===== config.mk =====
export PLATFORM = sky130hd
export DESIGN_NAME = uart_mem_loader
export DESIGN_NICKNAME = d
export VERILOG_FILES = /design/src/rtl/uart_loader_pkg.sv /design/src/rtl/uart_rx.sv /design/src/rtl/uart_mem_loader.sv
export SDC_FILE = /design/constraint.sdc
export NUM_CORES = 1
export LEC_CHECK = 0
export BUFFER_PORTS_ARGS = -buffer_cell sky130_fd_sc_hd__buf_2
export CAP_MARGIN = 20
export CORE_ASPECT_RATIO = 2
export CORE_UTILIZATION = 30
export CTS_CLUSTER_DIAMETER = 100
export CTS_CLUSTER_SIZE = 30
export DETAILED_ROUTE_END_ITERATION = 12
export HOLD_SLACK_MARGIN = 0.1
export SYNTH_ARGS = -nofsm -noshare
export SYNTH_HDL_FRONTEND = slang
export SYNTH_SLANG_ARGS = --single-unit

===== constraint.sdc =====
create_clock -name clk -period 4.91 [get_ports clk]
set_input_delay 0.491 -clock clk [delete_from_list [all_inputs] [get_ports clk]]
set_output_delay 0.491 -clock clk [all_outputs]
set_load 0.01 [all_outputs]

===== src/rtl/uart_loader_pkg.sv =====
// Shared types and constants for the UART boot loader.
// Loader FSM encoding, receiver states, word sizing, baud divisor helper.
package uart_loader_pkg;

  typedef enum logic [2:0] {
    S_LEN,
    S_DATA,
    S_WRITE,
    S_DONE,
    S_ERR
  } state_t;

  typedef enum logic [1:0] {
    RX_IDLE,
    RX_START,
    RX_DATA,
    RX_STOP
  } rx_state_t;

  localparam int WORD_BYTES = 4;
  localparam int ADDR_STEP  = 4;

  function automatic int clks_per_bit(input int clk_freq, input int baud);
    return clk_freq / baud;
  endfunction

endpackage


===== src/rtl/uart_rx.sv =====
// 8N1 UART receiver: 2-FF synchronizer, mid-bit sampling, glitch reject.
// Emits a one-cycle rx_valid per good byte, frame_bad on a low stop bit.
module uart_rx
  import uart_loader_pkg::*;
#(
  parameter int CLKS_PER_BIT = 434
) (
  input  logic       clk,
  input  logic       reset,
  input  logic       i_rx,
  output logic [7:0] rx_byte,
  output logic       rx_valid,
  output logic       frame_bad
);

  localparam logic [15:0] FULL = 16'(CLKS_PER_BIT - 1);
  localparam logic [15:0] HALF = 16'(CLKS_PER_BIT / 2 - 1);

  logic [1:0]  r_sync;
  logic        r_prev;
  rx_state_t   r_state;
  logic [15:0] r_cnt;
  logic [2:0]  r_bit;
  logic [7:0]  r_shift;

  // bring the async line into the clock domain, keep last value for edges
  always_ff @(posedge clk) begin
    if (reset) begin
      r_sync <= 2'b11;
      r_prev <= 1'b1;
    end else begin
      r_sync <= {r_sync[0], i_rx};
      r_prev <= r_sync[1];
    end
  end

  // bit timer and deserializer, samples each bit near its centre
  always_ff @(posedge clk) begin
    if (reset) begin
      r_state   <= RX_IDLE;
      r_cnt     <= '0;
      r_bit     <= '0;
      r_shift   <= '0;
      rx_byte   <= '0;
      rx_valid  <= 1'b0;
      frame_bad <= 1'b0;
    end else begin
      rx_valid  <= 1'b0;
      frame_bad <= 1'b0;
      unique case (r_state)
        RX_IDLE: begin
          r_cnt <= '0;
          if (r_prev && !r_sync[1]) r_state <= RX_START;
        end
        RX_START: begin
          if (r_cnt == HALF) begin
            r_cnt   <= '0;
            r_bit   <= '0;
            r_state <= r_sync[1] ? RX_IDLE : RX_DATA;
          end else begin
            r_cnt <= r_cnt + 16'd1;
          end
        end
        RX_DATA: begin
          if (r_cnt == FULL) begin
            r_cnt   <= '0;
            r_shift <= {r_sync[1], r_shift[7:1]};
            r_bit   <= r_bit + 3'd1;
            if (r_bit == 3'd7) r_state <= RX_STOP;
          end else begin
            r_cnt <= r_cnt + 16'd1;
          end
        end
        RX_STOP: begin
          if (r_cnt == FULL) begin
            r_cnt   <= '0;
            r_state <= RX_IDLE;
            if (r_sync[1]) begin
              rx_byte  <= r_shift;
              rx_valid <= 1'b1;
            end else begin
              frame_bad <= 1'b1;
            end
          end else begin
            r_cnt <= r_cnt + 16'd1;
          end
        end
        default: r_state <= RX_IDLE;
      endcase
    end
  end

endmodule


===== src/rtl/uart_mem_loader.sv =====
// Boot loader: holds the CPU in reset, streams a UART image into memory,
// then releases the CPU. Image = LE word count N followed by N LE words.
module uart_mem_loader
  import uart_loader_pkg::*;
#(
  parameter int          CLK_FREQ     = 50000000,
  parameter int          BAUD         = 115200,
  parameter int          CLKS_PER_BIT = clks_per_bit(CLK_FREQ, BAUD),
  parameter logic [31:0] BASE_ADDR    = 32'h0000_0000,
  parameter int          MAX_WORDS    = 1024
) (
  input  logic        clk,
  input  logic        reset,
  input  logic        uart_rx,
  output logic        cpu_reset_out,
  output logic        ext_mem_write,
  output logic [31:0] ext_write_data,
  output logic [31:0] ext_data_adr,
  output logic        load_done,
  output logic        load_err,
  output logic        frame_err
);

  localparam logic [31:0] MAX_W   = 32'(MAX_WORDS);
  localparam logic [31:0] STEP    = 32'(ADDR_STEP);
  localparam logic [1:0]  LAST_BY = 2'(WORD_BYTES - 1);

  logic [7:0]  w_rx_byte;
  logic        w_rx_valid;
  logic        w_frame_bad;
  logic [31:0] w_word;

  state_t      r_state;
  logic [1:0]  r_bcnt;
  logic [31:0] r_word;
  logic [31:0] r_len;
  logic [31:0] r_idx;

  uart_rx #(
    .CLKS_PER_BIT(CLKS_PER_BIT)
  ) u_rx (
    .clk      (clk),
    .reset    (reset),
    .i_rx     (uart_rx),
    .rx_byte  (w_rx_byte),
    .rx_valid (w_rx_valid),
    .frame_bad(w_frame_bad)
  );

  // first byte ends up in [7:0] after four shifts
  assign w_word = {w_rx_byte, r_word[31:8]};

  // sticky framing flag, independent of loader progress
  always_ff @(posedge clk) begin
    if (reset) frame_err <= 1'b0;
    else if (w_frame_bad) frame_err <= 1'b1;
  end

  // loader FSM with registered memory-port and status outputs
  always_ff @(posedge clk) begin
    if (reset) begin
      r_state        <= S_LEN;
      r_bcnt         <= '0;
      r_word         <= '0;
      r_len          <= '0;
      r_idx          <= '0;
      cpu_reset_out  <= 1'b1;
      ext_mem_write  <= 1'b0;
      ext_write_data <= '0;
      ext_data_adr   <= BASE_ADDR;
      load_done      <= 1'b0;
      load_err       <= 1'b0;
    end else begin
      ext_mem_write <= 1'b0;
      unique case (r_state)
        S_LEN: begin
          if (w_rx_valid) begin
            r_word <= w_word;
            r_bcnt <= r_bcnt + 2'd1;
            if (r_bcnt == LAST_BY) begin
              r_len <= w_word;
              if (w_word == '0) begin
                r_state       <= S_DONE;
                cpu_reset_out <= 1'b0;
                load_done     <= 1'b1;
              end else if (w_word > MAX_W) begin
                r_state  <= S_ERR;
                load_err <= 1'b1;
              end else begin
                r_state <= S_DATA;
              end
            end
          end
        end
        S_DATA: begin
          if (w_rx_valid) begin
            r_word <= w_word;
            r_bcnt <= r_bcnt + 2'd1;
            if (r_bcnt == LAST_BY) begin
              r_state        <= S_WRITE;
              ext_mem_write  <= 1'b1;
              ext_write_data <= w_word;
              ext_data_adr   <= BASE_ADDR + r_idx * STEP;
            end
          end
        end
        S_WRITE: begin
          r_idx <= r_idx + 32'd1;
          if (r_idx + 32'd1 == r_len) begin
            r_state       <= S_DONE;
            cpu_reset_out <= 1'b0;
            load_done     <= 1'b1;
          end else begin
            r_state <= S_DATA;
          end
        end
        S_DONE: r_state <= S_DONE;
        S_ERR:  r_state <= S_ERR;
        default: r_state <= S_ERR;
      endcase
    end
  end

endmodule


; Word-level counts from Yosys, hierarchy flattened
; Index checks and enable logic that the tools add are counted.
[op_classes]
add_sub_neg = 4
order_cmp = 1
n_eq_ne = 22
mux = 34
bitwise = 5
n_reduce_logical = 21
[op_table]
columns = cell, n
row1 = 16-bit one-hot mux with 3 select lines, 1
row2 = 32-bit by 1-bit adder with 32-bit output (second input constant), 1
row3 = 32-bit == test, 1
row4 = 32-bit by 11-bit > comparator with 1-bit output (second input constant), 1
row5 = 32-bit logical NOT, 1
row6 = 16-bit 2-to-1 mux, 2
row7 = 3-bit 2-to-1 mux, 8
row8 = 16-bit by 1-bit adder with 16-bit output (second input constant), 1
row9 = 16-bit by 8-bit == test with 1-bit output (second input constant), 1
row10 = 16-bit by 9-bit == test with 1-bit output (second input constant), 1
row11 = 5-bit AND reduction, 3
row12 = 2-bit 2-to-1 mux, 7
row13 = 2-bit by 1-bit != test with 1-bit output (second input constant), 7
row14 = 3-bit one-hot mux with 4 select lines, 1
row15 = 3-bit AND reduction, 4
row16 = 1-bit 2-to-1 mux, 11
row17 = 2-bit != test (second input constant), 4
row18 = 2-bit one-hot mux with 4 select lines, 1
row19 = 2-bit == test (second input constant), 3
row20 = 3-bit by 2-bit == test with 1-bit output (second input constant), 2
row21 = 3-bit one-hot mux with 2 select lines, 1
row22 = 3-bit OR reduction, 2
row23 = 1-bit NOT, 5
row24 = 1-bit one-hot mux with 2 select lines, 2
row25 = 13 further kinds, 16
[totals]
regBits = 210
inputBits = 3

; Logic depth before layout (Yosys ltp)
[depth]
word_depth = 6
mapped_depth = 9
ltp_nobuf = 8

; Hierarchy
; A second synthesis with hierarchy kept.
[unflattened]
hier_cells = 1120
area_unflattened_um2 = 8926.1
[modules_own_cells]
columns = mod, n_inst, cells_per_inst, area_each_um2, seq_area_each_um2
row1 = uart_mem_loader, 1, 911, 7034.2, 3203.1
row2 = uart_rx, 1, 209, 1891.8, 840.8

; Worst setup path before layout
; Ideal clock, no wire load.
[synth_timing]
path_type = register -> register
start = register r_idx[0]
end = register cpu_reset_out
arrival_time_ps = 2860
required_time_ps = 4788
setup_slack_ps = 1928
path_stages_with_launch = 9
path_buffers = 0
synth_period_minus_slack_ps = 2982
path_cell_list = dfxtp_1 -> ha_1 -> nand3_1 -> or2_2 -> a2111oi_2 -> o22ai_1 -> or4_1 -> or4_4 -> a221o_1
[synth_via]
elab_chain_len = 4
[synth_lines]
columns = element, line
row1 = start: declaration, uart_mem_loader.sv:37  ; logic [31:0] r_idx;
row2 = start signal: assignment, uart_mem_loader.sv:108  ; r_idx <= r_idx + 32'd1;
row3 = 32-bit by 1-bit adder with 32-bit output, uart_mem_loader.sv:109  ; if (r_idx + 32'd1 == r_len) begin
row4 = 32-bit == test, uart_mem_loader.sv:109
row5 = 2-bit != test (no source line), --
row6 = 5-bit AND reduction (no source line), --
row7 = end signal: assignment, uart_mem_loader.sv:67  ; cpu_reset_out <= 1'b1;
row8 = end signal: assignment, uart_mem_loader.sv:84  ; cpu_reset_out <= 1'b0;
row9 = end signal: assignment, uart_mem_loader.sv:111  ; cpu_reset_out <= 1'b0;
row10 = end: declaration, uart_mem_loader.sv:15  ; output logic cpu_reset_out,
; Every way passes these cells.
; A chain may end at the register's enable or synchronous reset.

; Final worst setup path
; Ends and elaborated chain as after synthesis.

==> summary.txt <==
Run status
  • Status: completed

Yosys
  • Syn avg cell area: approximately 8 um^2
  • Gate Count Post-Synth: ~1.1k
  • Post-synth cell types: 63
  • EDFF count, synth: 0
  • Cell taking the most area after synthesis: dfxtp_1
  • Sequential share of the synthesized area: 0.457
  • Synth top cells by count: nand2_1 (275), dfxtp_1 (202), a21oi_1 (143), nor2_1 (94), clkbuf_1 (62)
  • Most frequent cell after synthesis: nand2_1
  • Ys async rst share: 0
  • Synth area leaders: dfxtp_1 (46%), nand2_1 (12%), a21oi_1 (8.1%)
  • Synth top area share: 0.457
  • Synthesized cell area: 0.00885 mm^2
  • Seq cells post-synth: 202
  • Main synth FF type: dfxtp_1
  • Yosys warns: 0

Power
  • Leak Pwr: around 3.4 nW
  • Switch share: 0.212
  • Pwr dens: 270 mW/mm^2
  • Switching power total: 0.553 mW
  • Flop pwr share: 0.630
  • Gate power share: 0.012
  • Total chip power: about 2.6 mW
  • Clock Power Share: 0.359
  • VDD IR-drop max: roughly 170 uV
  • P_int: between 2 and 2.5 mW

Die
  • I/O pins: 72
  • Die Ht: ~240 um
  • Row cnt: 88
  • Core Box Area: a little under 0.03 mm^2
  • Initial core utilization: 0.306
  • Die ar.: 0.0302 mm^2
  • Die X-Extent: ~120 um

GRT
  • Largest net degree at the start of global routing: 120
  • GRT overflow: 0
  • Global-route wire length before repair: between 30 and 40 mm
  • Gr usage total: 0.158
  • Vias in the first global route: 7,099
  • Initial antenna violation count: 0

CTS
  • CTS tree: built
  • Post_cts resized: 0
  • Clock slew at reported path FFs: roughly 0.12 ns
  • CTS buffer count: 10
  • Hold_buf cts: 0
  • Deepest clock path buffer count: 3
  • Clk_lat worst skew: 0.48 ns
  • Htree depth: 1
  • Clock root cell: clkbuf_16
  • Num Clock Sinks: roughly 200
  • Post-CTS setup repair buffer count: 0

Cells and area
  • Final #Nets: between 1k and 1.5k
  • # fillers: roughly 3.1k
  • Area growth syn-to-layout: 9.20%
  • Ant. Diodes: 0
  • Layout cells sized above 1: 0.103

Critical path
  • CP Capture Type: flip-flop
  • Critical Path Fanout Max: 9
  • Worst path max stage delay: ~0.63 ns
  • R2R setup slack: 1.49 ns
  • CP Data Required Time: 5.29 ns
  • Critical path type: flip-flop to flip-flop
  • CP max stage cell: nor4_2
  • Crit path launch type: flip-flop
  • Worst-path cell chain: ha_1 > nand3_1 > nor4_2 > a21o_2 > nand4b_1 > or4_1 > or4_4 > a221o_1
  • Critical Path AT: 3.80 ns

Timing
  • Measured slew at the worst slew-check pin: around 0.97 ns
  • Setup TNS: 0 ns
  • Final hold violation count: 0
  • Slew Limit Fails: 0
  • Unrepaired setup endpoints after global routing: false
  • Setup Viol. Count Final: 0
  • Worst hold slack: 0.218 ns
  • Layout Skew: about 0.018 ns
  • Final Cycle Share: 0.697
  • FMAX: roughly 290 MHz
  • Rel. slew slack: 0.351
  • Minimum clock period: 3.42 ns

Drt
  • Drt pass-1 iters: 4
  • Post-route antenna net violation count: 0
  • WL per Instance: 15.9 um
  • Via density: about 5.0
  • Iter 0 DRT Violations: between 300 and 400
  • Residual DRC: 0
  • WL final: roughly 23 mm
  • Routed via count: 7,379

Placed design
  • Port bufs: between 60 and 70
  • Gpl congestion: around 0.92
  • Dpl hpwl: around 17 mm

Min path
  • Min-Delay Path Class: input port to flip-flop

Run
  • Max-cap check violation count: 0
-- per-layer routing --
layer / routed length [um] / track usage / vias up
li1: - / - / 3711
met1: 8850 / 0.166 / 3474
met2: 12700 / 0.298 / 138
met3: 616 / 0.0153 / 56
met4: 1260 / 0.0900 / 0
met5: 0 / 0 / -
-- cell type report --
type	count	area, um^2	area share
multi-input cells	816	4430	0.458
inverters	7	26.3	0.00272
clock inverters	1	8.76	0.000906
repair buffers	77	432	0.0447
clock buffers	11	275	0.0285
flip-flops and latches	202	4040	0.418
well taps	360	450	0.0466
-- logic make-up (layout without fill, tap and decap cells) --
logic type	after synthesis	after routing	synth area share
other cells	1	2	0.000424
buf+inv	86	96	0.0448
simple gates	522	522	0.268
xor+xnor	75	75	0.0759
flops	202	202	0.457
fa+ha+maj	7	7	0.00989
compound gates	189	189	0.120
mux	21	21	0.0237
-- path summary, 6_finish.rpt --
| check | startpoint | endpoint | cells past startpoint |
|---|---|---|---|
| hold / removal | uart_rx | u_rx.r_sync[0] | 2 |
| setup / recovery | r_idx[0] | cpu_reset_out | 8 |
| hold reg to reg | u_rx.r_sync[0] | u_rx.r_sync[1] | 1 |
| setup reg to reg | r_idx[0] | cpu_reset_out | 8 |
-- stage by stage --
stage	setup slack [ns]	cell area, um^2	utilization	instances
3_3_place_gp	1.50	9360	0.323	1461
2_1_floorplan	1.93	8860	-	1104
5_1_grt	1.25	9670	0.334	1474
6_report	1.49	9670	0.334	1474
4_1_cts	1.48	9670	0.334	1474
3_5_place_dp	1.47	9380	0.324	1462
-- registers in the layout, summed over array words and instances, names as in the netlist, 8 cells and up, named ones only --
name,flops
u_rx.r_cnt,16
ext_write_data,32
r_len,32
r_word,24
u_rx.rx_byte,8
r_idx,32
u_rx.r_shift,8
ext_data_adr,30
-- worst max-delay path: cells and delay by family (launching register included) --
| kind | cells | cell delay, ns |
|---|---|---|
| simple gates | 5 | 2.02 |
| compound gates | 2 | 0.56 |
| flops | 1 | 0.47 |
| fa+ha+maj | 1 | 0.28 |
-- power groups by stage --
stage               Clock (mW)  Sequential (mW)  Combinational, mW
floorplan                    0             1.68             0.0253
global placement             0             1.68             0.0306
detailed placement           0             1.68             0.0309
CTS                      0.973             1.64             0.0309
global route              1.03             1.64             0.0341
finish                   0.934             1.64             0.0303
-- cells in the final DEF (no fill, tap or decap), types with 10 or more instances in the layout --
cell type	n
nor4_1	10
clkbuf_16	11
xnor2_1	39
mux2i_1	21
xor2_1	35
buf_2	68
nand4_1	19
o21ai_0	13
nor2_1	93
dfxtp_1	202
and3_1	12
or3_1	13
nand3_1	28
a21oi_1	143
nor3_1	18
nand2_1	275
Note: power is estimated with default switching activity, not from simulation.
